[src/rtl/sisc_ctrl_mc.sv]
// -----------------------------------------------------------------------------
// sisc_ctrl_mc - multi-cycle control unit for the SISC processor.
//
// Owns the program counter. Steps each instruction through FETCH, DECODE,
// EXECUTE, MEM and WRITEBACK, and drives the strobes for instruction/data
// memory, IR, register file, ALU and status register. Memory accesses use a
// ready handshake. A wait counter turns a stalled access into a permanent
// FAULT. HALT and FAULT are left only by reset.
//
// Ports:
//   clk        system clock, rising edge
//   rst        asynchronous, active-high reset
//   ir         current instruction: [31:28] opcode, [27:24] func/cond mask,
//              [23:20] rd, [19:16] rs, [15:12] rt, [15:0] imm
//   stat       registered status flags {C,V,N,Z}
//   mem_ready  completion handshake from instruction/data memory
//   pc         program counter
//   imem_re    instruction read request
//   ir_load    IR load strobe (asserted while fetching and mem_ready is high)
//   rf_we      register file write enable
//   wb_sel     writeback source: 0 = ALU, 1 = data memory
//   alu_op     ALU function
//   alu_imm    ALU operand B = sign-extended imm
//   stat_en    status register load enable
//   dmem_re    data read request
//   dmem_we    data write request
//   halted     processor stopped (HALT or FAULT)
//   fault      memory timeout occurred
// -----------------------------------------------------------------------------
module sisc_ctrl_mc #(
  parameter int PC_W        = 16,
  parameter int TIMEOUT_W   = 4,
  parameter int MEM_TIMEOUT = 15
) (
  input  logic            clk,
  input  logic            rst,
  input  logic [31:0]     ir,
  input  logic [3:0]      stat,
  input  logic            mem_ready,
  output logic [PC_W-1:0] pc,
  output logic            imem_re,
  output logic            ir_load,
  output logic            rf_we,
  output logic            wb_sel,
  output logic [3:0]      alu_op,
  output logic            alu_imm,
  output logic            stat_en,
  output logic            dmem_re,
  output logic            dmem_we,
  output logic            halted,
  output logic            fault
);

  typedef enum logic [2:0] {
    S_START,
    S_FETCH,
    S_DECODE,
    S_EXECUTE,
    S_MEM,
    S_WRITEBACK,
    S_HALT,
    S_FAULT
  } state_e;

  localparam logic [3:0] OP_ALU_R = 4'h1;
  localparam logic [3:0] OP_ALU_I = 4'h2;
  localparam logic [3:0] OP_LOD   = 4'h3;
  localparam logic [3:0] OP_STR   = 4'h4;
  localparam logic [3:0] OP_BRA   = 4'h5;
  localparam logic [3:0] OP_BRR   = 4'h6;
  localparam logic [3:0] OP_HALT  = 4'hF;
  localparam logic [3:0] ALU_ADD  = 4'h1;

  state_e               state_q, state_d;
  logic [PC_W-1:0]      pc_q, pc_d;
  logic [TIMEOUT_W-1:0] wait_q, wait_d;

  logic [3:0]           opcode;
  logic [3:0]           func;
  logic                 is_lod;
  logic                 is_alu;
  logic [PC_W-1:0]      imm_pc;
  logic [TIMEOUT_W-1:0] wait_inc;
  logic                 timeout_hit;
  logic                 unused_ir;

  assign opcode = ir[31:28];
  assign func   = ir[27:24];
  assign is_lod = (opcode == OP_LOD);
  assign is_alu = (opcode == OP_ALU_R) || (opcode == OP_ALU_I);
  assign imm_pc = PC_W'($signed(ir[15:0]));
  // Register fields are consumed by the datapath, not by this controller.
  assign unused_ir = ^ir[23:16];

  // Saturate so a disabled timeout can never wrap into a spurious match.
  assign wait_inc    = (&wait_q) ? wait_q : wait_q + TIMEOUT_W'(1);
  // Fires on the not-ready cycle that would bring the count to the limit;
  // a ready on that same cycle takes the normal path instead.
  assign timeout_hit = (MEM_TIMEOUT != 0) && (wait_inc == TIMEOUT_W'(MEM_TIMEOUT));

  assign pc = pc_q;

  // NOTE: sequential state is written with non-blocking assignments so every
  // register samples the pre-edge values of the others.
  always_ff @(posedge clk or posedge rst) begin
    if (rst) begin
      state_q <= S_START;
      pc_q    <= '0;
      wait_q  <= '0;
    end else begin
      state_q <= state_d;
      pc_q    <= pc_d;
      wait_q  <= wait_d;
    end
  end

  // NOTE: every signal driven here gets a default first, so no path through
  // the case statement can leave one unassigned and infer a latch.
  always_comb begin
    state_d = state_q;
    pc_d    = pc_q;
    wait_d  = wait_q;
    imem_re = 1'b0;
    ir_load = 1'b0;
    rf_we   = 1'b0;
    wb_sel  = 1'b0;
    alu_op  = 4'h0;
    alu_imm = 1'b0;
    stat_en = 1'b0;
    dmem_re = 1'b0;
    dmem_we = 1'b0;
    halted  = 1'b0;
    fault   = 1'b0;

    case (state_q)
      S_START: begin
        state_d = S_FETCH;
        wait_d  = '0;
      end

      S_FETCH: begin
        imem_re = 1'b1;
        ir_load = mem_ready;
        if (mem_ready) begin
          pc_d    = pc_q + PC_W'(1);
          state_d = S_DECODE;
        end else if (timeout_hit) begin
          state_d = S_FAULT;
        end else begin
          wait_d = wait_inc;
        end
      end

      S_DECODE: begin
        // Branch targets use the pc already advanced during FETCH.
        if (opcode == OP_BRA && |(stat & func)) begin
          pc_d = ir[PC_W-1:0];
        end else if (opcode == OP_BRR) begin
          pc_d = pc_q + imm_pc;
        end
        if (is_alu || opcode == OP_LOD || opcode == OP_STR) begin
          state_d = S_EXECUTE;
        end else if (opcode == OP_HALT) begin
          state_d = S_HALT;
        end else begin
          state_d = S_FETCH;
          wait_d  = '0;
        end
      end

      S_EXECUTE: begin
        if (is_alu) begin
          alu_op  = func;
          alu_imm = (opcode == OP_ALU_I);
          stat_en = 1'b1;
          state_d = S_WRITEBACK;
        end else begin
          // Loads and stores: ALU forms the address rs + imm.
          alu_op  = ALU_ADD;
          alu_imm = 1'b1;
          state_d = S_MEM;
          wait_d  = '0;
        end
      end

      S_MEM: begin
        alu_op  = ALU_ADD;
        alu_imm = 1'b1;
        dmem_re = is_lod;
        dmem_we = (opcode == OP_STR);
        if (mem_ready) begin
          state_d = is_lod ? S_WRITEBACK : S_FETCH;
          wait_d  = '0;
        end else if (timeout_hit) begin
          state_d = S_FAULT;
        end else begin
          wait_d = wait_inc;
        end
      end

      S_WRITEBACK: begin
        rf_we   = 1'b1;
        wb_sel  = is_lod;
        alu_op  = is_lod ? ALU_ADD : func;
        alu_imm = is_lod || (opcode == OP_ALU_I);
        state_d = S_FETCH;
        wait_d  = '0;
      end

      S_HALT: begin
        halted = 1'b1;
      end

      S_FAULT: begin
        halted = 1'b1;
        fault  = 1'b1;
      end

      default: begin
        state_d = S_START;
      end
    endcase
  end

endmodule

[config.mk]
export PLATFORM = sky130hd
export DESIGN_NAME = sisc_ctrl_mc
export DESIGN_NICKNAME = d
export VERILOG_FILES = /design/src/rtl/sisc_ctrl_mc.sv
export SDC_FILE = /design/constraint.sdc
export NUM_CORES = 1
export LEC_CHECK = 0
export BUFFER_PORTS_ARGS = -buffer_cell sky130_fd_sc_hd__buf_2
export CAP_MARGIN = 20
export CORE_ASPECT_RATIO = 1.4
export CORE_MARGIN = 5
export CORE_UTILIZATION = 54
export CTS_BUF_LIST = sky130_fd_sc_hd__clkbuf_16
export DETAILED_ROUTE_END_ITERATION = 8
export GPL_TIMING_DRIVEN = 0
export MAX_ROUTING_LAYER = met4
export PLACE_DENSITY = 0.83
export SYNTH_ARGS = -nofsm -noshare
export SYNTH_HDL_FRONTEND = slang
export SYNTH_SLANG_ARGS = --single-unit
[constraint.sdc]
create_clock -name clk -period 2.81 [get_ports clk]
set_input_delay 0.281 -clock clk [delete_from_list [all_inputs] [get_ports clk]]
set_output_delay 0.281 -clock clk [all_outputs]
set_load 0.05 [all_outputs]
==> qor.csv, run 1 <==
stage;metric;value;unit
grt;track_usage;24.90;%
sta;skew;4.747;ps
sta;tightest_slew;469.3;ps
floorplanning;coreArea;4767;um^2
critical_path;critPathCaptureType;register;
placement;dpl.hpwl;5890;um
clocking;ctsResizeCount;0;
critical_path;cp_max_fo;6;
route;ant_nets;0;
sta;rsz0062_at_grt;false;
route;viasPerCell;6.304;
grt;first_global_vias;2801;
floorplanning;die_h;92.36;um
sta;finalCriticalPeriod;2555;ps
clocking;ctsLongestPathBuffers;2;
final_layout;area_delta_synth_final;18.65;%
clocking;path_clk_slew;70;ps
grt;grt_pass1_wl;12260;um
critical_path;required;2920;ps
sta;finalHoldViolCount;0;
logic_synthesis;synth_edf_count;0;
clocking;h-tree-depth;1;
final_layout;num-fill-cells;446;
route;firstDrtPassIters;5;
power_and_ir_drop;ir_worst_vdd;686.0;uV
final_layout;insertedDiodeCount;0;
logic_synthesis;synth_cell_type_count;61;
grt;gr-total-overflow;0;
placement;portBuffers;58;
route;wirelength;7649;um
final_layout;drive_above_1_share;20.10;%
outcome;status;finished clean;
critical_path;timing.rr.start;pc[0];
min_path;hold_start;ir[8];
critical_path;crit_start;pc[0];
logic_synthesis;synth_ff_type;dfrtp_1;
grt;antenna_found_initial;0;
logic_synthesis;mappedNetlistArea;2616;um^2
clocking;numClockSinks;23;
grt;grt_max_degree;24;
route;drcViolationCount;0;
logic_synthesis;avgSynthCellArea;7.496;um^2
final_layout;regArea;575.6;um^2
logic_synthesis;syn_nets;406;
sta;final.setup.tns;0;ps
logic_synthesis;ys_warn_count;0;
final_layout;finalCoreUtilization;65.12;%
job;max_cap_violations;0;
route;first_iter_violations;209;
power_and_ir_drop;power_density;1102;nW/um^2
sta;max_slew_margin;68.71;%
logic_synthesis;ys_async_sr_fraction;100.0;%
clocking;numCtsBuffers;3;
final_layout;nNetsFinal;471;
route;num_vias;3007;
sta;setup_viol;0;
logic_synthesis;seq_area_frac_synth;22.00;%
route;wl_per_cell;16.04;um
floorplanning;row_count;30;
critical_path;critPathKind;register to register;
logic_synthesis;yosys_register_bits;23;
final_layout;multi_input_area;1909;um^2
critical_path;critPathArrivalTime;2670;ps
clocking;insertion_delay;260;ps
sta;fin_crit_sh;90.92;%
critical_path;worstSetupStartpointType;register;
power_and_ir_drop;p_leak;0.001425;uW
floorplanning;start_util;54.88;%
sta;drv_slew;0;
logic_synthesis;synth_cells;349;
clocking;cts_tree;yes;
min_path;hold_path_class;primary input to register;
floorplanning;die_area;6357;um^2
floorplanning;io_pins;69;
floorplanning;die_width;68.83;um
clocking;cts-root-buf;clkbuf_16;
sta;max_freq;391.4;MHz
placement;place_congestion;0.9364;
through the flow:
stage,power (uW),std cells,hold slack [ps],instance area (um^2),worst slack [ps]
floorplan,2508,349,282.9,2616,118.7
global placement,3015,471,521.7,2987,327.9
detailed placement,3063,471,537.3,2987,286.4
CTS,3398,475,265.9,3067,251.6
global route,3668,477,305.8,3104,108.7
finish,3420,477,288.2,3104,255.0
final timing paths:
path | end | slack (ps) | depth (start not counted)
setup / recovery | pc[14] | 260 | 9
hold / removal | pc[8] | 290 | 3
setup reg to reg | pc[14] | 260 | 9
hold reg to reg | wait_q[0] | 550 | 1
max in group asynchronous | pc[1] | 1890 | 4
min in group asynchronous | wait_q[2] | 510 | 3
where the power goes:
group          total (uW)  internal, uW  switching, uW
Sequential            675           469            206
Combinational        2420           800           1620
Clock                 321           192            129
critical path, stage by stage, from the launching register on:
cell,delay [ps]
dfrtp_1,430
ha_1,250
fa_1,420
a21o_1,200
a21oi_1,280
o21ba_2,230
o21ai_2,90
a31oi_1,200
xor2_1,190
o22ai_1,130
cell families (layout without fill, tap and decap cells):
family	Yosys count	after routing	share of synthesized area [%]
AO/OA/AOI/OAI	139	139	34.39
XOR/XNOR	12	12	4.017
adder cells (fa/ha/maj)	18	18	8.895
buffers and inverters	30	94	5.022
flip-flops	23	23	22.00
multiplexers	5	5	1.913
AND/OR/NAND/NOR	122	122	23.77
sequential cells by signal, summed over array words and instances, names as in the netlist:
register,flops
pc,16
wait_q,4
state_q,3
layout by cell type, fill, tap and decap left out, drive strengths merged, types with 3 or more instances in the layout:
cell	synthesis	routed
o21a	3	3
a21oi	37	37
nand2	26	26
inv	14	14
nand2b	8	8
a21o	5	5
a31oi	10	10
mux2i	5	5
ha	17	17
o21ai	36	36
o21bai	6	6
nand4	7	7
xnor2	4	4
o211ai	3	3
o2bb2ai	3	3
buf	9	68
a211oi	4	4
nor2	35	35
nor2b	4	4
nor3	6	6
dfrtp	23	23
nand3	12	12
clkbuf	7	10
and3	11	11
o22ai	8	8
xor2	8	8
nor3b	3	3
a22oi	4	4
cell type report:
class / instances / area share, %
Inverter: 14 / 1.693
Sequential cell: 23 / 18.54
Clock inverter: 1 / 0.1612
Timing Repair Buffer: 60 / 10.56
Tap cell: 64 / 2.580
Clock buffer: 3 / 2.418
Buffer: 16 / 2.539
Multi-Input combinational cell: 296 / 61.51
layer usage:
layer	up-vias	global-route usage [%]	routed length (um)
met3	22	1.942	446
met5	-	-	0
met4	0	9.919	202
met2	136	42.31	3957
met1	1404	29.68	3042
li1	1445	-	-
Yosys cell counts, types with 8 or more instances:
master   count  area share [%]
dfrtp_1     23              22
inv_1       13             1.9
o22ai_1      8             1.9
a31oi_1     10             2.4
nand3_1     12             2.3
o21ai_0     34             6.5
nor2_1      31             4.4
nand2_1     26             3.7
xor2_1       8             2.7
ha_1        17             8.1
a21oi_1     37             7.1
and3_1      11             2.6
timing repair:
| action | in CTS | in global routing |
|---|---|---|
| hold endpoints to repair | 0 | 4 |
| buffers inserted | 0 | 0 |
| hold buffers | 0 | 1 |
Power figures use the tool's default switching activity.
==> run 2, diff against run 1 <==
Clock period 2.81 ns to 2.6 ns, I/O delays scaled along.
==> run 2 against run 1 <==
Against the previous run:
- setup slack worse by 100 ps
- combinational power up 9.1%
- critical path depth unchanged
- clock power up 7.8%
- total power up 8.7%
- utilization down 0.58 points
- global-route usage up 0.76 points
- clock skew about the same
- cell count down 0.42%
- maximum frequency up 4.3%
- hold slack worse by 81 ps
- critical endpoint unchanged
==> qor.csv, run 2 (synthesized netlist as in run 1, its figures left out) <==
stage;metric;value;unit;change
critical_path;cp_cell_sequence;ha_1 > fa_1 > a21o_1 > a21oi_2 > o21ba_2 > o21ai_2 > a31oi_1 > xor2_1 > o22ai_1;;was ha_1 > fa_1 > a21o_1 > a21oi_1 > o21ba_2 > o21ai_2 > a31oi_1 > xor2_1 > o22ai_1
clocking;insertion_delay;260;ps;about the same
route;wl_per_cell;16.42;um;was 16.04 um
critical_path;reg2regPathDepth;9;;unchanged
route;first_iter_violations;237;;was 209
sta;max_slew_margin;36.88;%;was 68.71%
grt;track_usage;25.66;%;was 24.90%
power_and_ir_drop;ir_worst_vdd;633.2;uV;was 686.0 uV
grt;grt_pass1_wl;12650;um;was 12260 um
final_layout;drive_above_1_share;20.44;%;was 20.10%
critical_path;cp_max_fo;6;;unchanged
sta;rsz0062_at_grt;false;;unchanged
final_layout;largest_register_ff_count;16;;unchanged
clocking;path_clk_slew;70;ps;about the same
grt;grt_max_degree;24;;unchanged
floorplanning;start_util;54.88;%;unchanged
sta;drv_slew;0;;unchanged
floorplanning;die_width;68.83;um;unchanged
clocking;cts-root-buf;clkbuf_16;;unchanged
placement;dpl.hpwl;6004;um;was 5890 um
route;drcViolationCount;0;;unchanged
critical_path;critical_path.top_delay_family;compound AO/OA/AOI/OAI gates;;unchanged
clocking;cts_tree;yes;;unchanged
placement;portBuffers;58;;unchanged
floorplanning;row_count;30;;unchanged
floorplanning;io_pins;69;;unchanged
final_layout;design_area;3077;um^2;was 3104 um^2
placement;place_area;2993;um^2;was 2987 um^2
placement;place_congestion;0.9596;;was 0.9364
critical_path;critPathCaptureType;register;;unchanged
clocking;numClockSinks;23;;unchanged
clocking;h-tree-depth;1;;unchanged
critical_path;critPathKind;register to register;;unchanged
floorplanning;coreArea;4767;um^2;unchanged
clocking;ctsLongestPathBuffers;2;;unchanged
critical_path;crit_slowest_cell;dfrtp_1;;unchanged
final_layout;final_common_cell;buf_2;;unchanged
sta;max_freq;408.3;MHz;was 391.4 MHz
clocking;numCtsBuffers;3;;unchanged
grt;gr-total-overflow;0;;unchanged
sta;fin_crit_sh;94.21;%;was 90.92%
power_and_ir_drop;power_density;1208;nW/um^2;was 1102 nW/um^2
route;firstDrtPassIters;7;;was 5
grt;antenna_found_initial;0;;unchanged
final_layout;nNetsFinal;469;;was 471
sta;setup_viol;0;;unchanged
final_layout;final_cell_mix;buf_2 (64), a21oi_1 (36), o21ai_0 (34);;was buf_2 (64), a21oi_1 (37), o21ai_0 (34)
outcome;status;finished clean;;unchanged
sta;skew;5.234;ps;was 4.747 ps
floorplanning;die_h;92.36;um;unchanged
job;max_cap_violations;0;;unchanged
sta;finalCriticalPeriod;2449;ps;was 2555 ps
route;viasPerCell;6.429;;was 6.304
final_layout;insertedDiodeCount;0;;unchanged
route;wirelength;7798;um;was 7649 um
sta;final.setup.tns;0;ps;unchanged
grt;first_global_vias;2900;;was 2801
critical_path;slowest_delay;430;ps;about the same
clocking;cts_setup_buffers;0;;unchanged
critical_path;r2r_slack;150;ps;was 260 ps
route;ant_nets;0;;unchanged
critical_path;critPathArrivalTime;2570;ps;was 2670 ps
critical_path;worstSetupStartpointType;register;;unchanged
critical_path;crit_cells;9;;unchanged
sta;tightest_slew;945.7;ps;was 469.3 ps
sta;finalHoldViolCount;0;;unchanged
power_and_ir_drop;p_leak;0.001409;uW;was 0.001425 uW
floorplanning;die_area;6357;um^2;unchanged
critical_path;required;2720;ps;was 2920 ps
route;num_vias;3054;;was 3007
min_path;hold_path_class;primary input to async pin;;was primary input to register
critical_path;cp_num_buf_inv;0;;unchanged
final_layout;area_delta_synth_final;17.60;%;was 18.65%
==> run 2: cell count changes in the layout (fill, tap and decap cells not counted), sizes merged <==
cell / delta
buf: -1
dlygate4sd3: -1
==> run 2: repair_timing <==
action                                  4_1_cts  5_1_grt
hold buffers                                  0        0
gates resized for setup                       0        1
endpoints found under the setup margin        0        2
==> run 2: area by class of cell <==
cell class,instances,area [um^2]
fill,445,1690
clock buffer,3,75.07
sequential,23,575.6
inverter,14,52.55
multi-input combinational,296,1919
tap,64,80.08
timing repair buffer,58,290.3
buffer,16,78.83
clock inverter,1,5.005
==> run 2: worst paths after layout <==
path,from,endpoint
setup / recovery,pc[0],pc[14]
hold / removal,rst,pc[10]
setup reg to reg,pc[0],pc[14]
hold reg to reg,wait_q[0],wait_q[0]
max in group asynchronous,rst,pc[0]
min in group clk,ir[8],pc[8]
==> run 2: metal layers <==
metal / share of wire [%] / GRT usage (%) / vias to the layer above
li1: - / - / 1449
met2: 52 / 44.94 / 167
met4: 3.2 / 8.618 / 0
met1: 38 / 30.32 / 1408
met3: 6.5 / 1.578 / 30
met5: 0 / - / -
==> run 2: stage by stage <==
step | util [%] | power (uW) | setup WS, ps | std cells | hold slack [ps]
6_report | 64.54 | 3718 | 150.5 | 475 | 207.6
5_1_grt | 64.54 | 3995 | 4.409 | 475 | 287.3
4_1_cts | 64.46 | 3681 | 44.73 | 475 | 247.2
3_5_place_dp | 62.78 | 3327 | 68.47 | 471 | 518.9
3_3_place_gp | 62.78 | 3252 | 132.7 | 471 | 520.7
2_1_floorplan | - | 2713 | 68.91 | 349 | 261.9
==> run 2: power breakdown <==
part           internal [uW]  switching, uW  total, uW
sequential               506            226        732
combinational            867           1770       2640
clock                    207            139        346
==> run 3, diff against run 2 <==
Settings changed: REMOVE_ABC_BUFFERS from default to 1.
==> run 3 against run 2 <==
Against the previous run:
- largest cell class unchanged
- critical path depth stayed put
- clock skew decreased by 2.2 ps
- sequential share of layout area grew 0.23 points
- flip-flop and latch count unchanged
- highest routed layer unchanged
- clock power hardly changed
- die area unchanged
- count of clock-buffer cells in the layout did not move
- via count fell by 4.2%
==> qor.csv, run 3 (synthesized netlist as in run 1, its figures left out) <==
stage;metric;value;unit;change
critical_path;cp_num_buf_inv;0;;unchanged
sta;final.setup.tns;0;ps;unchanged
sta;finalHoldViolCount;0;;unchanged
critical_path;cp_max_fo;6;;unchanged
clocking;hold_buffers;0;;unchanged
clocking;h-tree-depth;1;;unchanged
sta;fin_crit_sh;94.15;%;was 94.21%
final_layout;area_delta_synth_final;16.40;%;was 17.60%
clocking;cts_setup_buffers;0;;unchanged
critical_path;cp_cell_sequence;ha_1 > fa_1 > a21o_1 > a21oi_2 > o21ba_2 > o21ai_2 > a31oi_2 > xor2_1 > o22ai_1;;was ha_1 > fa_1 > a21o_1 > a21oi_2 > o21ba_2 > o21ai_2 > a31oi_1 > xor2_1 > o22ai_1
job;max_cap_violations;0;;unchanged
sta;setup_viol;0;;unchanged
power_and_ir_drop;power_density;1206;nW/um^2;was 1208 nW/um^2
grt;first_global_vias;2651;;was 2900
critical_path;critPathKind;register to register;;unchanged
critical_path;critical_path.top_delay_family;compound AO/OA/AOI/OAI gates;;unchanged
sta;finalCriticalPeriod;2448;ps;was 2449 ps
route;wl_per_cell;16.21;um;was 16.42 um
power_and_ir_drop;clockPowerShare;9.5;%;was 9.3%
power_and_ir_drop;p_leak;0.001369;uW;was 0.001409 uW
final_layout;drive_above_1_share;21.16;%;was 20.44%
sta;max_freq;408.5;MHz;was 408.3 MHz
grt;gr-total-overflow;0;;unchanged
route;wirelength;7473;um;was 7798 um
sta;tightest_slew;927.0;ps;was 945.7 ps
placement;post-place-ws;-496.5;ps;was 68.47 ps
route;first_iter_violations;199;;was 237
critical_path;required;2740;ps;was 2720 ps
clocking;path_clk_slew;60;ps;was 70 ps
sta;rsz0062_at_grt;true;;was false
route;firstDrtPassIters;5;;was 7
floorplanning;die_h;92.36;um;unchanged
min_path;hold_path_class;primary input to async pin;;unchanged
placement;dpl.hpwl;5642;um;was 6004 um
final_layout;final_cell_mix;buf_2 (60), a21oi_1 (35), o21ai_0 (34);;was buf_2 (64), a21oi_1 (36), o21ai_0 (34)
clocking;ctsLongestPathBuffers;2;;unchanged
placement;portBuffers;60;;was 58
grt;antenna_found_initial;0;;unchanged
sta;max_slew_margin;38.13;%;was 36.88%
clocking;numClockSinks;23;;unchanged
power_and_ir_drop;swShare;57.77;%;was 57.50%
grt;track_usage;24.15;%;was 25.66%
power_and_ir_drop;switching_power;2122;uW;was 2138 uW
power_and_ir_drop;seqPwrFrac;22.2;%;was 19.7%
sta;skew;2.987;ps;was 5.234 ps
clocking;cts-root-buf;clkbuf_16;;unchanged
critical_path;critPathCaptureType;register;;unchanged
floorplanning;coreArea;4767;um^2;unchanged
floorplanning;row_count;30;;unchanged
clocking;cts_tree;yes;;unchanged
grt;grt_pass1_wl;11810;um;was 12650 um
critical_path;crit_slowest_cell;dfrtp_1;;unchanged
placement;place_congestion;0.8751;;was 0.9596
final_layout;nNetsFinal;455;;was 469
sta;timing.hold.ws;192.9;ps;was 207.6 ps
route;ant_nets;0;;unchanged
floorplanning;start_util;54.88;%;unchanged
route;viasPerCell;6.345;;was 6.429
grt;grt_max_degree;30;;was 24
power_and_ir_drop;p_comb_share;68.3;%;was 71.0%
clocking;numCtsBuffers;3;;unchanged
critical_path;slowest_delay;440;ps;was 430 ps
route;drcViolationCount;0;;unchanged
critical_path;worstSetupStartpointType;register;;unchanged
route;num_vias;2925;;was 3054
sta;fin_ws;152.2;ps;was 150.5 ps
final_layout;final_common_cell;buf_2;;unchanged
power_and_ir_drop;ir_worst_vdd;755.4;uV;was 633.2 uV
floorplanning;io_pins;69;;unchanged
floorplanning;die_area;6357;um^2;unchanged
critical_path;critPathArrivalTime;2590;ps;was 2570 ps
final_layout;insertedDiodeCount;0;;unchanged
clocking;insertion_delay;260;ps;about the same
final_layout;num-fill-cells;444;;was 445
sta;drv_slew;0;;unchanged
floorplanning;die_width;68.83;um;unchanged
power_and_ir_drop;power.internal;1551;uW;was 1580 uW
final_layout;largest_register_ff_count;16;;unchanged
outcome;status;finished clean;;unchanged
[run 3: stage by stage]
step	util [%]	area (um^2)	std cells	total power [uW]
global route	63.88	3045	461	3932
finish	63.88	3045	461	3673
global placement	61.21	2918	457	3178
CTS	63.15	3010	461	3618
floorplan	-	2537	333	2655
detailed placement	61.21	2918	457	3242
[run 3: worst reg2reg max path: cells and delay by family, from the launching register on]
kind	cells	cell delay (ps)
flops	1	440
fa+ha+maj	2	690
compound gates	6	980
xor+xnor	1	210
[run 3: layout make-up]
cell class / instances / area (um^2) / area share [%]
Clock buffer: 3 / 75.07 / 2.465
Clock inverter: 1 / 5.005 / 0.1643
Inverter: 14 / 56.30 / 1.849
Multi-Input combinational cell: 296 / 1952 / 64.09
Sequential cell: 23 / 576.8 / 18.94
Tap cell: 64 / 80.08 / 2.629
Timing Repair Buffer: 60 / 300.3 / 9.860
[run 3: repair_timing]
item,4_1_cts,5_1_grt
pin swaps,0,0
resized for setup,2,8
hold endpoints to repair,0,0
setup endpoints to repair,16,5
[run 3: worst paths after layout]
check	cells after the start	from	slack, ps	end
setup / recovery	9	pc[0]	150	pc[14]
hold / removal	2	rst	190	wait_q[0]
setup reg to reg	9	pc[0]	150	pc[14]
hold reg to reg	1	wait_q[0]	560	wait_q[0]
max in group asynchronous	2	rst	1780	state_q[1]
min in group clk	3	ir[15]	280	pc[15]
[run 3: power by group through the flow]
stage	registers, uW	clock network, uW	logic, uW
3_5_place_dp	797	0	2450
6_report	816	349	2510
2_1_floorplan	1120	0	1540
5_1_grt	844	368	2720
4_1_cts	796	352	2470
3_3_place_gp	789	0	2390
[run 3: layer usage]
layer / GRT usage (%) / vias to the layer above / part of all wire [%]
li1: - / 1412 / -
met1: 30.08 / 1352 / 41
met2: 40.00 / 137 / 50
met3: 1.578 / 24 / 5.8
met4: 9.431 / 0 / 2.8
met5: - / - / 0
